## src/rtl/fpu_result_cvt.sv

```systemverilog
// Converts a signed 64-bit fixed-point FPU result to IEEE-754 binary32 over a 4-state handshake FSM.
// Optional build macro FPU_RESULT_RNE_EN selects round-to-nearest-even; otherwise the result truncates toward zero.
module fpu_result_cvt #(
    parameter int FRAC_BITS = 32,
    parameter int TAG_W     = 5
) (
    input  logic             clk,
    input  logic             rst_n,
    input  logic             in_valid,
    output logic             in_ready,
    input  logic [63:0]      in_data,
    input  logic [TAG_W-1:0] in_tag,
    output logic             out_valid,
    input  logic             out_ready,
    output logic [31:0]      out_data,
    output logic [TAG_W-1:0] out_tag,
    output logic             out_inexact
);

    typedef enum logic [1:0] {
        S_IDLE,
        S_NORM,
        S_PACK,
        S_OUT
    } state_e;

    // Biased exponent of a value whose leading one sits at bit 63 of the magnitude.
    localparam logic [7:0] EXP_BASE = 8'(63 - FRAC_BITS + 127);

    state_e           state_q, state_d;
    logic             sign_q, sign_d;
    logic [63:0]      frac_q, frac_d;
    logic [5:0]       lz_q, lz_d;
    logic             zero_q, zero_d;
    logic [TAG_W-1:0] tag_q, tag_d;
    logic [31:0]      data_q, data_d;
    logic             inexact_q, inexact_d;

    logic [5:0]       lz_cnt;
    logic [23:0]      mant;
    logic             guard_bit;
    logic             sticky_bit;
    logic             round_up;
    logic [24:0]      mant_rnd;
    logic [7:0]       exp_val;
    logic [22:0]      mant_field;

    // NOTE: every combinational output gets a default first, so no path leaves it unassigned and no latch is inferred.
    always_comb begin
        lz_cnt = 6'd63;
        for (int i = 0; i < 64; i++) begin
            if (frac_q[i]) lz_cnt = 6'(63 - i);
        end
    end

    always_comb begin
        mant       = frac_q[63:40];
        guard_bit  = frac_q[39];
        sticky_bit = |frac_q[38:0];
`ifdef FPU_RESULT_RNE_EN
        round_up   = guard_bit & (sticky_bit | mant[0]);
`else
        round_up   = 1'b0;
`endif
        mant_rnd   = {1'b0, mant} + {24'd0, round_up};
        exp_val    = EXP_BASE - {2'b00, lz_q} + {7'd0, mant_rnd[24]};
        // A rounding carry clears the hidden bit; the fraction is then exactly 2^23 with nothing below it.
        mant_field = mant_rnd[23] ? mant_rnd[22:0] : 23'd0;
    end

    always_comb begin
        state_d   = state_q;
        sign_d    = sign_q;
        frac_d    = frac_q;
        lz_d      = lz_q;
        zero_d    = zero_q;
        tag_d     = tag_q;
        data_d    = data_q;
        inexact_d = inexact_q;
        case (state_q)
            S_IDLE: begin
                if (in_valid) begin
                    sign_d  = in_data[63];
                    frac_d  = in_data[63] ? (~in_data + 64'd1) : in_data;
                    tag_d   = in_tag;
                    state_d = S_NORM;
                end
            end
            S_NORM: begin
                lz_d    = lz_cnt;
                frac_d  = frac_q << lz_cnt;
                zero_d  = (frac_q == 64'd0);
                state_d = S_PACK;
            end
            S_PACK: begin
                if (zero_q) begin
                    data_d    = 32'd0;
                    inexact_d = 1'b0;
                end else begin
                    data_d    = {sign_q, exp_val, mant_field};
                    inexact_d = guard_bit | sticky_bit;
                end
                state_d = S_OUT;
            end
            S_OUT: begin
                if (out_ready) state_d = S_IDLE;
            end
            default: state_d = S_IDLE;
        endcase
    end

    // NOTE: sequential state is written with <= only, so every register samples pre-edge values regardless of block order.
    always_ff @(posedge clk or negedge rst_n) begin
        if (!rst_n) begin
            state_q   <= S_IDLE;
            sign_q    <= 1'b0;
            frac_q    <= 64'd0;
            lz_q      <= 6'd0;
            zero_q    <= 1'b0;
            tag_q     <= '0;
            data_q    <= 32'd0;
            inexact_q <= 1'b0;
        end else begin
            state_q   <= state_d;
            sign_q    <= sign_d;
            frac_q    <= frac_d;
            lz_q      <= lz_d;
            zero_q    <= zero_d;
            tag_q     <= tag_d;
            data_q    <= data_d;
            inexact_q <= inexact_d;
        end
    end

    assign in_ready    = (state_q == S_IDLE);
    assign out_valid   = (state_q == S_OUT);
    assign out_data    = data_q;
    assign out_tag     = tag_q;
    assign out_inexact = inexact_q;

endmodule

```

## config.mk

```make
export PLATFORM = sky130hd
export DESIGN_NAME = fpu_result_cvt
export DESIGN_NICKNAME = d
export VERILOG_FILES = /design/src/rtl/fpu_result_cvt.sv
export SDC_FILE = /design/constraint.sdc
export NUM_CORES = 1
export LEC_CHECK = 0
export ABC_AREA = 1
export CORE_MARGIN = 1
export CORE_UTILIZATION = 55
export DETAILED_ROUTE_END_ITERATION = 12
export PLACE_DENSITY = 0.77
export SYNTH_ARGS = -nofsm -noshare
export SYNTH_HDL_FRONTEND = slang
export SYNTH_SLANG_ARGS = --single-unit
```

## constraint.sdc

```tcl
create_clock -name clk -period 4.8 [get_ports clk]
set_input_delay 0.96 -clock clk [delete_from_list [all_inputs] [get_ports clk]]
set_output_delay 0.96 -clock clk [all_outputs]
set_load 0.05 [all_outputs]
```

==> Word-level counts from Yosys, hierarchy flattened <==
Index checks and enable logic that the tools add are counted.
{ "op_classes": {"addsub": 2, "n_mul": 0, "div": 0, "order_cmp": 0, "n_eq_ne": 5, "shifts": 1, "mux": 72, "bitwise_logic": 2, "n_reduce_logical": 7} }
{ "op_table": {"columns": ["op", "count"], "rows": [
  ["$mux W6", 61],
  ["$mux W64", 2],
  ["$pmux W64 S2", 1],
  ["$add A64 B1 Y64 const B", 1],
  ["$logic_not A64 Y1", 1],
  ["$not A64 Y64", 1],
  ["$shl A64 B6 Y64", 1],
  ["$reduce_or A39 Y1", 1],
  ["$mux W32", 1],
  ["$mux W23", 1],
  ["$pmux W2 S4", 1],
  ["$sub A8 B6 Y8 const A", 1],
  ["$mux W2", 3],
  ["$reduce_and A2 Y1", 3],
  ["$eq A2 B2 Y1 const B", 2],
  ["$eq A2 B1 Y1 const B", 1],
  ["$logic_not A2 Y1", 1],
  ["$mux W1", 2],
  ["$ne A2 B1 Y1 const B", 1],
  ["$ne A2 B2 Y1 const B", 1],
  ["$reduce_bool A2 Y1", 1],
  ["$or A1 B1 Y1", 1]
]} }
{ "totals": {"ff_bits": 112, "latchBits": 0, "mem_bits_rw": 0, "romBits": 0, "input_bits": 73, "output_inout_bits": 40, "wordCells": 97, "memories": 0} }

==> Longest topological paths before layout <==
Gate-level depths: netlist (run 1).
{ "logic_depth": {"word_depth": 65, "ltp_mapped": 76, "ltp_nobuf": 75} }

==> Worst setup path before layout (run 1) <==
No wires, ideal clock.
{ "synth_timing": {"path_type": "input port to flip-flop", "from": "in in_data[1]", "to": "reg frac_q[57]", "setup_ns": 0.071, "t_arrival_ns": 4.266, "required_time_ns": 4.729, "slack_ns": 0.463, "stages": 27, "path_buffers": 0, "path_cell_list": "nor3_1 -> inv_1 -> nor3_1 -> inv_1 -> nor3_1 -> nand3_1 -> nor3_1 -> nand2_1 -> inv_1 -> nand2_1 -> nor3_1 -> inv_1 -> nor2_1 -> inv_1 -> nor2_1 -> inv_1 -> nor2_1 -> inv_1 -> nor4_1 -> nand2_1 -> o41ai_1 -> o21ai_0 -> a21oi_1 -> nor2_1 -> nand2_1 -> nor2_1 -> nor2_1"} }
{ "synth_via": {"elab_chain_len": 5} }
{ "synth_rtl": {"columns": ["element", "line", "rtl"], "rows": [
  ["from (decl)", "11", "input logic [63:0] in_data,"],
  ["$not A64 Y64", "84", "frac_d = in_data[63] ? (~in_data + 64'd1) : in_data;"],
  ["$add A64 B1 Y64", "84", null],
  ["$mux W64", "84", null],
  ["$mux W64", "82", "if (in_valid) begin"],
  ["$pmux W64 S2", "80", "case (state_q)"],
  ["to (signal assigned)", "126", "frac_q <= frac_d;"],
  ["to (decl)", "32", "logic [63:0] frac_q, frac_d;"]
]} }
Every way passes these cells. The select of a mux whose other input is x is not followed.
A chain may end at the register's enable or synchronous reset.

==> Final worst setup path (run 1) <==
{ "layout_timing": {"from": "reg frac_q[2]", "to": "reg frac_q[30]"} }
{ "layout_via": {"elab_chain_len": 64} }
{ "layout_rtl": {"columns": ["element", "line", "rtl"], "rows": [
  ["$mux W2", "52", "if (frac_q[i]) lz_cnt = 6'(63 - i);"],
  ["$mux W6 (61 in a row)", "52", null],
  ["$shl A64 B6 Y64 (*)", "91", "frac_d = frac_q << lz_cnt;"],
  ["$pmux W64 S2 (*)", "80", null]
]} }
Every way passes the cells marked *; elsewhere a longest branch is shown, timed or not.

==> summary.md, run 1 <==
| Metric | Value |
|---|---|
| Outcome | complete, but fails checks |
| Failing checks | negative setup slack |
| Max-Cap Viols | 0 |
| PortBufs | 112 |
| TritonCTS clock tree | built |
| Crit path DAT | roughly 5.7 ns |
| Delay-heaviest family, CP | simple AND/OR/NAND/NOR gates |
| Fin. max-slew vios | 0 |
| Placed Area | 13700 um^2 |
| Worst-path clk slew | 0.10 ns |
| Largest net degree at the start of global routing | 69 |
| Kind of critical path | flop to flop |
| Core Area | 20300 um^2 |
| Final setup margin | -0.609 ns |
| Buf/Inv on CP | 3 |
| First-pass GRT wire length | ~76000 um |
| Fin. Hold Viols | 0 |
| Final setup fails | between 60 and 70 |
| Die ar. | around 21000 um^2 |
| CP dominant cell by count | nand2_1 |
| Worst path slowest cell | dfrtp_1 |
| Crit end category | flop |
| Drt drc | 0 |
| Vias in the first global route | between 10000 and 15000 |
| Dominant synthesized flop cell | dfrtp_1 |
| Antenna violations before repair | 0 |
| PwrDens | 788 nW/um^2 |
| Vias | between 15000 and 20000 |
| Mapped Avg Cell Area | between 5 and 6 um^2 |
| EDFF count, synth | 0 |
| Crit Path Max Fanout | 3 |
| Synth warn | 0 |
| Reg2reg end | frac_q[30] |
| Die width | 146 um |
| Synth Register Bits | 112 |
| Vias/cell | between 6 and 7 |
| Drt wl/cell | around 21 um |
| P_leak | slightly above 0.007 uW |
| M1 wire length | between 15000 and 20000 um |
| Crit path launch type | flop |
| Critical path depth | 69 |
| R2R Setup Slk | -0.61 ns |
| Clock skew | approximately 0.015 ns |
| Grt ovf | 0 |
| Clock Tree Root | clkbuf_16 |
| Slowest cell delay on critical path | around 0.40 ns |
| DRT Wirelength | about 51000 um |
| Layout area overhead | 30.3% |
| DP Worst Slack | -0.801 ns |
| Tot GR Track Use | 0.459 |
| CTS buffer count | 9 |
| CTS Sinks | around 110 |
| DR top layer | met4 |
| Post-synth cell types | 43 |
| Share of cells above drive strength 1 | 0.166 |
| Fin crit period | roughly 5.4 ns |
| Initial drt markers | just under 2000 |
| Post-synth ARST share | 1.00 |
| Syn_nets | roughly 2000 |
| Min-delay worst type | flop to flop |
| FMAX | approximately 180 MHz |
| Diodes inserted | 0 |
| Worst reg2reg path depth | between 60 and 70 |
| TNS Setup | -28.21 ns |
| RSZ-0062 raised after global routing | yes |
| Met3 WL | between 7000 and 8000 um |
| Crit share post-route | 1.13 |
| Metal2 WL | between 20000 and 25000 um |
| Post-synthesis cell count | between 1500 and 2000 |
| DP HPWL | 37000 um |
| Post-route total power | roughly 12000 uW |
| Register area share after synthesis | 0.245 |
| RR Startpoint | frac_q[2] |
| Initial Utilization | 0.564 |
| Peak supply drop | 0.000775 V |
| Critical Path Source | frac_q[2] |
| CTS H-tree lvls | 3 |
| DIE HEIGHT | ~150 um |
| Mapped Area | around 11000 um^2 |
| DR pass1 iterations | 7 |
| Final nets | about 2200 |
| Slew @ Worst Pin | ~1 ns |
| Clk_lat worst skew | about 0.38 ns |
| Clock Path Buffers | 2 |
| Post-route cell area | roughly 15000 um^2 |
| Placement Rows | 52 |
| Antenna Violating Nets Remaining | 0 |
| Max-slew headroom | 0.334 |
| WP data required | just over 5 ns |
| I/O pin cnt | approximately 110 |
| Final GP Congestion | between 1 and 1.5 |
| CP endpoint | frac_q[30] |
## cell families (layout without fill, tap and decap cells)
kind of cell / count (synthesis) / in the layout / share of synthesized area
adders and majority gates: 6 / 6 / 0.00655
DFF: 112 / 112 / 0.245
muxes: 5 / 5 / 0.00491
xor gates and xnor gates: 12 / 12 / 0.00917
and+or+nand+nor: 1238 / 1239 / 0.482
AOI/OAI and AO/OA: 245 / 245 / 0.131
buffers and inverters: 352 / 532 / 0.122
## sequential cells by signal, summed over array words and instances, names as in the netlist
| signal | flops |
|---|---|
| frac_q | 64 |
| lz_q | 6 |
| out_data | 32 |
| out_inexact | 1 |
| out_tag | 5 |
| sign_q | 1 |
| state_q | 2 |
| zero_q | 1 |
## worst min path at each step
| stage | from | to | slack, ns | cells after the start |
|---|---|---|---|---|
| after floorplan | frac_q[6] | frac_q[6] | 0.45 | 2 |
| after global placement | sign_q | sign_q | 0.47 | 2 |
| after detailed placement | sign_q | sign_q | 0.48 | 2 |
| after CTS | sign_q | sign_q | 0.51 | 2 |
| after global routing | out_tag[3] | out_tag[3] | 0.53 | 1 |
| final | sign_q | sign_q | 0.51 | 2 |
## cell usage after synthesis (all sizes together) (2+ instances only)
library cell  instances  area share
buf                  44       0.021
a21oi                66       0.029
o21bai               11      0.0072
clkbuf               75       0.025
nand4                10      0.0055
or2                   4      0.0022
inv                 231       0.076
clkinv                2     0.00066
o211ai                2      0.0013
o21ai                65       0.028
o22ai                10      0.0055
xnor2                 8      0.0061
ha                    6      0.0066
nand3b                4      0.0026
nor3                 24       0.010
nand3               569        0.25
a22oi                28       0.018
nand2               449        0.15
nor2                155       0.051
o31ai                 3      0.0020
a21boi                2      0.0013
a31oi                30       0.016
mux2                  5      0.0049
dfrtp               112        0.24
xor2                  4      0.0031
nor4                 20       0.011
o32ai                24       0.018
## through the flow
stage | utilization | instances | hold slack, ns
CTS | 0.711 | 2416 | 0.509
detailed placement | 0.677 | 2398 | 0.485
floorplan | - | 1970 | 0.453
global route | 0.736 | 2421 | 0.527
finish | 0.736 | 2421 | 0.506
global placement | 0.677 | 2398 | 0.473
## where the power goes
group | internal, uW | total [uW] | switching [uW]
Combinational | 3100 | 9150 | 6050
Sequential | 1400 | 1750 | 358
Clock | 392 | 858 | 466
Total | 4890 | 11800 | 6870
## timing repair
item                                   in CTS  in global routing
cloned                                      2                  2
resized for setup                          77                 89
buffers inserted                            0                  3
setup endpoints to repair                  62                 65
endpoints found under the hold margin       0                  0
pin swaps                                  15                 19
hold buffers                                0                  0
## cell type report
type	instances	area (um^2)
Multi-Input combinational cell	1507	7990
Fill cell	1794	5370
Sequential cell	112	2800
Timing Repair Buffer	283	2590
Inverter	233	875
Tap cell	270	338
Clock buffer	9	225
Clock inverter	7	113
## cells in the final DEF, fill, tap and decap left out, types with 3 or more instances in the layout
| cell type | n |
|---|---|
| nor3_1 | 20 |
| nand2_2 | 17 |
| a22oi_2 | 5 |
| clkbuf_16 | 11 |
| a21oi_1 | 57 |
| nor2_1 | 147 |
| a22oi_1 | 23 |
| buf_8 | 3 |
| a21oi_2 | 6 |
| nand3_2 | 98 |
| ha_1 | 6 |
| or2_2 | 4 |
| dfrtp_1 | 112 |
| nand4_1 | 10 |
| buf_12 | 8 |
| buf_6 | 3 |
| nand3_1 | 470 |
| a31oi_1 | 29 |
| clkinv_8 | 4 |
| o22ai_1 | 10 |
| clkdlybuf4s50_1 | 110 |
| nand2_4 | 3 |
| o21ai_0 | 59 |
| inv_2 | 7 |
| a21oi_4 | 3 |
| o32ai_1 | 24 |
| buf_4 | 155 |
| mux2_2 | 5 |
| nor4_1 | 19 |
| inv_1 | 224 |
| nand2_1 | 428 |
| o21bai_1 | 11 |
| xor2_1 | 4 |
| nand3b_1 | 4 |
| nor3_2 | 4 |
| o21ai_1 | 5 |
| xnor2_1 | 8 |
| nor2_2 | 6 |
## routing by layer
| layer | vias to the layer above | track usage |
|---|---|---|
| met1 | 7067 | 0.599 |
| met5 | - | 0 |
| met4 | 0 | 0.222 |
| met2 | 1172 | 0.688 |
| li1 | 7014 | - |
| met3 | 258 | 0.142 |
## tightest hold or removal path: stages (launching register included)
cell and delay (ns):
dfrtp_1 0.36, nand2_1 0.05, o21ai_0 0.06
Power figures use the tool's default switching activity.
==> run 2: changes to the inputs <==
--- a/config.mk
+++ b/config.mk
@@ -6,6 +6,7 @@
 export NUM_CORES = 1
 export LEC_CHECK = 0
 export ABC_AREA = 1
+export CORE_ASPECT_RATIO = 1.4
 export CORE_MARGIN = 1
 export CORE_UTILIZATION = 55
 export DETAILED_ROUTE_END_ITERATION = 12
==> summary.md, run 2 (synthesis gave the netlist of run 1 again) <==
| Metric | Value |
|---|---|
| TritonCTS clock tree | built |
| Peak supply drop | 0.000498 V (-36%) |
| DR top layer | met5 |
| Post-route total power | 11100 uW (-5.5%) |
| Most frequent cells in the layout | nand3_1, nand2_1, inv_1, nor2_1, buf_4 |
| Crit end category | flop |
| WP data required | 5.05 ns (-0.04 ns) |
| Worst reg2reg path depth | 70 (+1.4%) |
| Crit path DAT | 5.66 ns (-0.04 ns) |
| Failing checks | negative setup slack |
| TNS Setup | -28.14 ns (+0.0701 ns) |
| First-pass GRT wire length | 73700 um (-3.7%) |
| Clock Path Buffers | 2 (unchanged) |
| P_leak | 0.00680 uW (-3.5%) |
| Crit share post-route | 1.13 (+0.00152) |
| Placement Rows | 62 (+19%) |
| Worst Hold End | sign_q |
| Worst-path clk slew | 0.08 ns (-0.02 ns) |
| RR Startpoint | frac_q[2] |
| Fin util | 0.710 (-0.0253) |
| Delay-heaviest family, CP | simple AND/OR/NAND/NOR gates |
| Largest net degree at the start of global routing | 69 (unchanged) |
| Final setup fails | 64 (unchanged) |
| PwrDens | 764 nW/um^2 (-3.0%) |
| Final nets | 2203 (-0.99%) |
| Core Area | 20500 um^2 (+0.89%) |
| Max-Cap Viols | 0 (unchanged) |
| Die ar. | 21400 um^2 (about the same) |
| Max-slew headroom | 0.332 (-0.00223) |
| Vias | 15000 (-3.3%) |
| Drt drc | 0 (unchanged) |
| RSZ-0062 raised after global routing | yes |
| Clk_lat worst skew | 0.38 ns (about the same) |
| Layout area overhead | 27.0% |
| Largest register FFs | 64 (unchanged) |
| DP HPWL | 34500 um (-6.7%) |
| CTS Sinks | 112 (unchanged) |
| Initial Utilization | 0.559 (-0.00496) |
| PortBufs | 112 (unchanged) |
| DIE HEIGHT | 173 um (+18%) |
| Drt wl/cell | 19.6 um (-6.5%) |
| R2R Setup Slk | -0.62 ns (about the same) |
| CTS buffer count | 9 (unchanged) |
| DRT Wirelength | 46800 um (-7.9%) |
| Crit path launch type | flop |
| Reg2reg end | frac_q[38] |
| Clock Tree Root | clkbuf_16 |
| Min-delay worst type | flop to flop |
| Initial drt markers | 1891 (-2.7%) |
| Met3 WL | 4900 um (-31%) |
| DR pass1 iterations | 7 (unchanged) |
| Commonest non-fill, non-tap cell in the layout | nand3_1 |
| Slew @ Worst Pin | 1.00 ns (+0.00334 ns) |
| Final GP Congestion | 1.01 (-3.9%) |
| M1 wire length | 17600 um (-7.1%) |
| Worst path slowest cell | dfrtp_1 |
| Final setup margin | -0.616 ns (-0.00728 ns) |
| CTS H-tree lvls | 3 (unchanged) |
| Filler cells | 1899 (+5.9%) |
| Fin. max-slew vios | 0 (unchanged) |
| Share of cells above drive strength 1 | 0.146 (-0.0204) |
| Buf/Inv on CP | 3 (unchanged) |
| Die width | 124 um (-15%) |
| FMAX | 185 MHz (-0.13%) |
| Tot GR Track Use | 0.447 (-0.0118) |
| Vias/cell | 6.29 (-1.9%) |
| Antenna violations before repair | 1 (+1) |
| Metal2 WL | 21200 um (-2.4%) |
| Hold path cells | 2 (unchanged) |
| Slowest cell delay on critical path | 0.39 ns (about the same) |
| Fin. Hold Viols | 0 (unchanged) |
| Kind of critical path | flop to flop |
| Antenna Violating Nets Remaining | 0 (unchanged) |
| I/O pin cnt | 113 (unchanged) |
| Outcome | complete, but fails checks |
| Hold Crit Start | sign_q |
| Largest register by flop count | frac_q |
| Vias in the first global route | 13800 (-0.15%) |
| Fin crit period | 5.42 ns (+0.00728 ns) |
| Clock skew | 0.00811 ns (-0.00648 ns) |
| Grt ovf | 0 (unchanged) |
| Crit Path Max Fanout | 21 (+18) |
| Diodes inserted | 0 (unchanged) |
| CP dominant cell by count | nand2_1 |
## run 2: cell types whose count changed in the layout (fill, tap and decap cells not counted), sizes merged
cell and change:
inv +1, nand2 -1, clkinv -3, clkinvlp +1, clkbuf -1, buf -19
## run 2: repair_timing
| item | 4_1_cts | 5_1_grt |
|---|---|---|
| pin swaps | 12 | 5 |
| gates resized for setup | 80 | 51 |
| setup endpoints to repair | 63 | 65 |
| hold buffers | 0 | 0 |
| setup buffers | 0 | 1 |
## run 2: final cells by class
cell class / count / area, um^2 / area share
Multi-Input combinational cell: 1506 / 7870 / 0.541
Sequential cell: 112 / 2800 / 0.193
Timing Repair Buffer: 262 / 2380 / 0.164
Inverter: 233 / 875 / 0.0601
Tap cell: 256 / 320 / 0.0220
Clock buffer: 10 / 229 / 0.0157
Clock inverter: 6 / 61.3 / 0.00422
## run 2: layer usage
layer | track usage | vias up
met5 | 0 | -
met4 | 0.257 | 2
met2 | 0.678 | 860
met3 | 0.121 | 202
met1 | 0.566 | 6949
li1 | - | 6984
## run 2: tightest hold or removal path: cells and delay by family (launching register included)
family	cells	cell delay, ns
DFF	1	0.36
AOI/OAI and AO/OA	1	0.06
and+or+nand+nor	1	0.06
## run 2: worst max path at each step
stage / end / cells after the start / start / slack, ns
4_1_cts: frac_q[41] / 72 / frac_q[2] / -0.39
6_report: frac_q[38] / 70 / frac_q[2] / -0.62
3_3_place_gp: frac_q[62] / 33 / in_data[0] / -0.63
5_1_grt: frac_q[58] / 75 / frac_q[2] / -1.18
3_5_place_dp: frac_q[62] / 33 / in_data[0] / -0.68
2_1_floorplan: frac_q[57] / 27 / in_data[1] / 0.46
## run 2: power by group
group / internal (uW) / switching, uW / total [uW]
clock: 367 / 399 / 766
sequential: 1400 / 332 / 1730
combinational: 2940 / 5680 / 8620
## run 2: through the flow
step           hold WS [ns]  cell area (um^2)  setup slack [ns]  instances
6_report              0.512             14500            -0.616       2385
5_1_grt               0.525             14500             -1.18       2385
4_1_cts               0.513             14300            -0.385       2384
3_5_place_dp          0.494             13600            -0.682       2368
3_3_place_gp          0.477             13600            -0.634       2368
2_1_floorplan         0.453             11500             0.463       1970
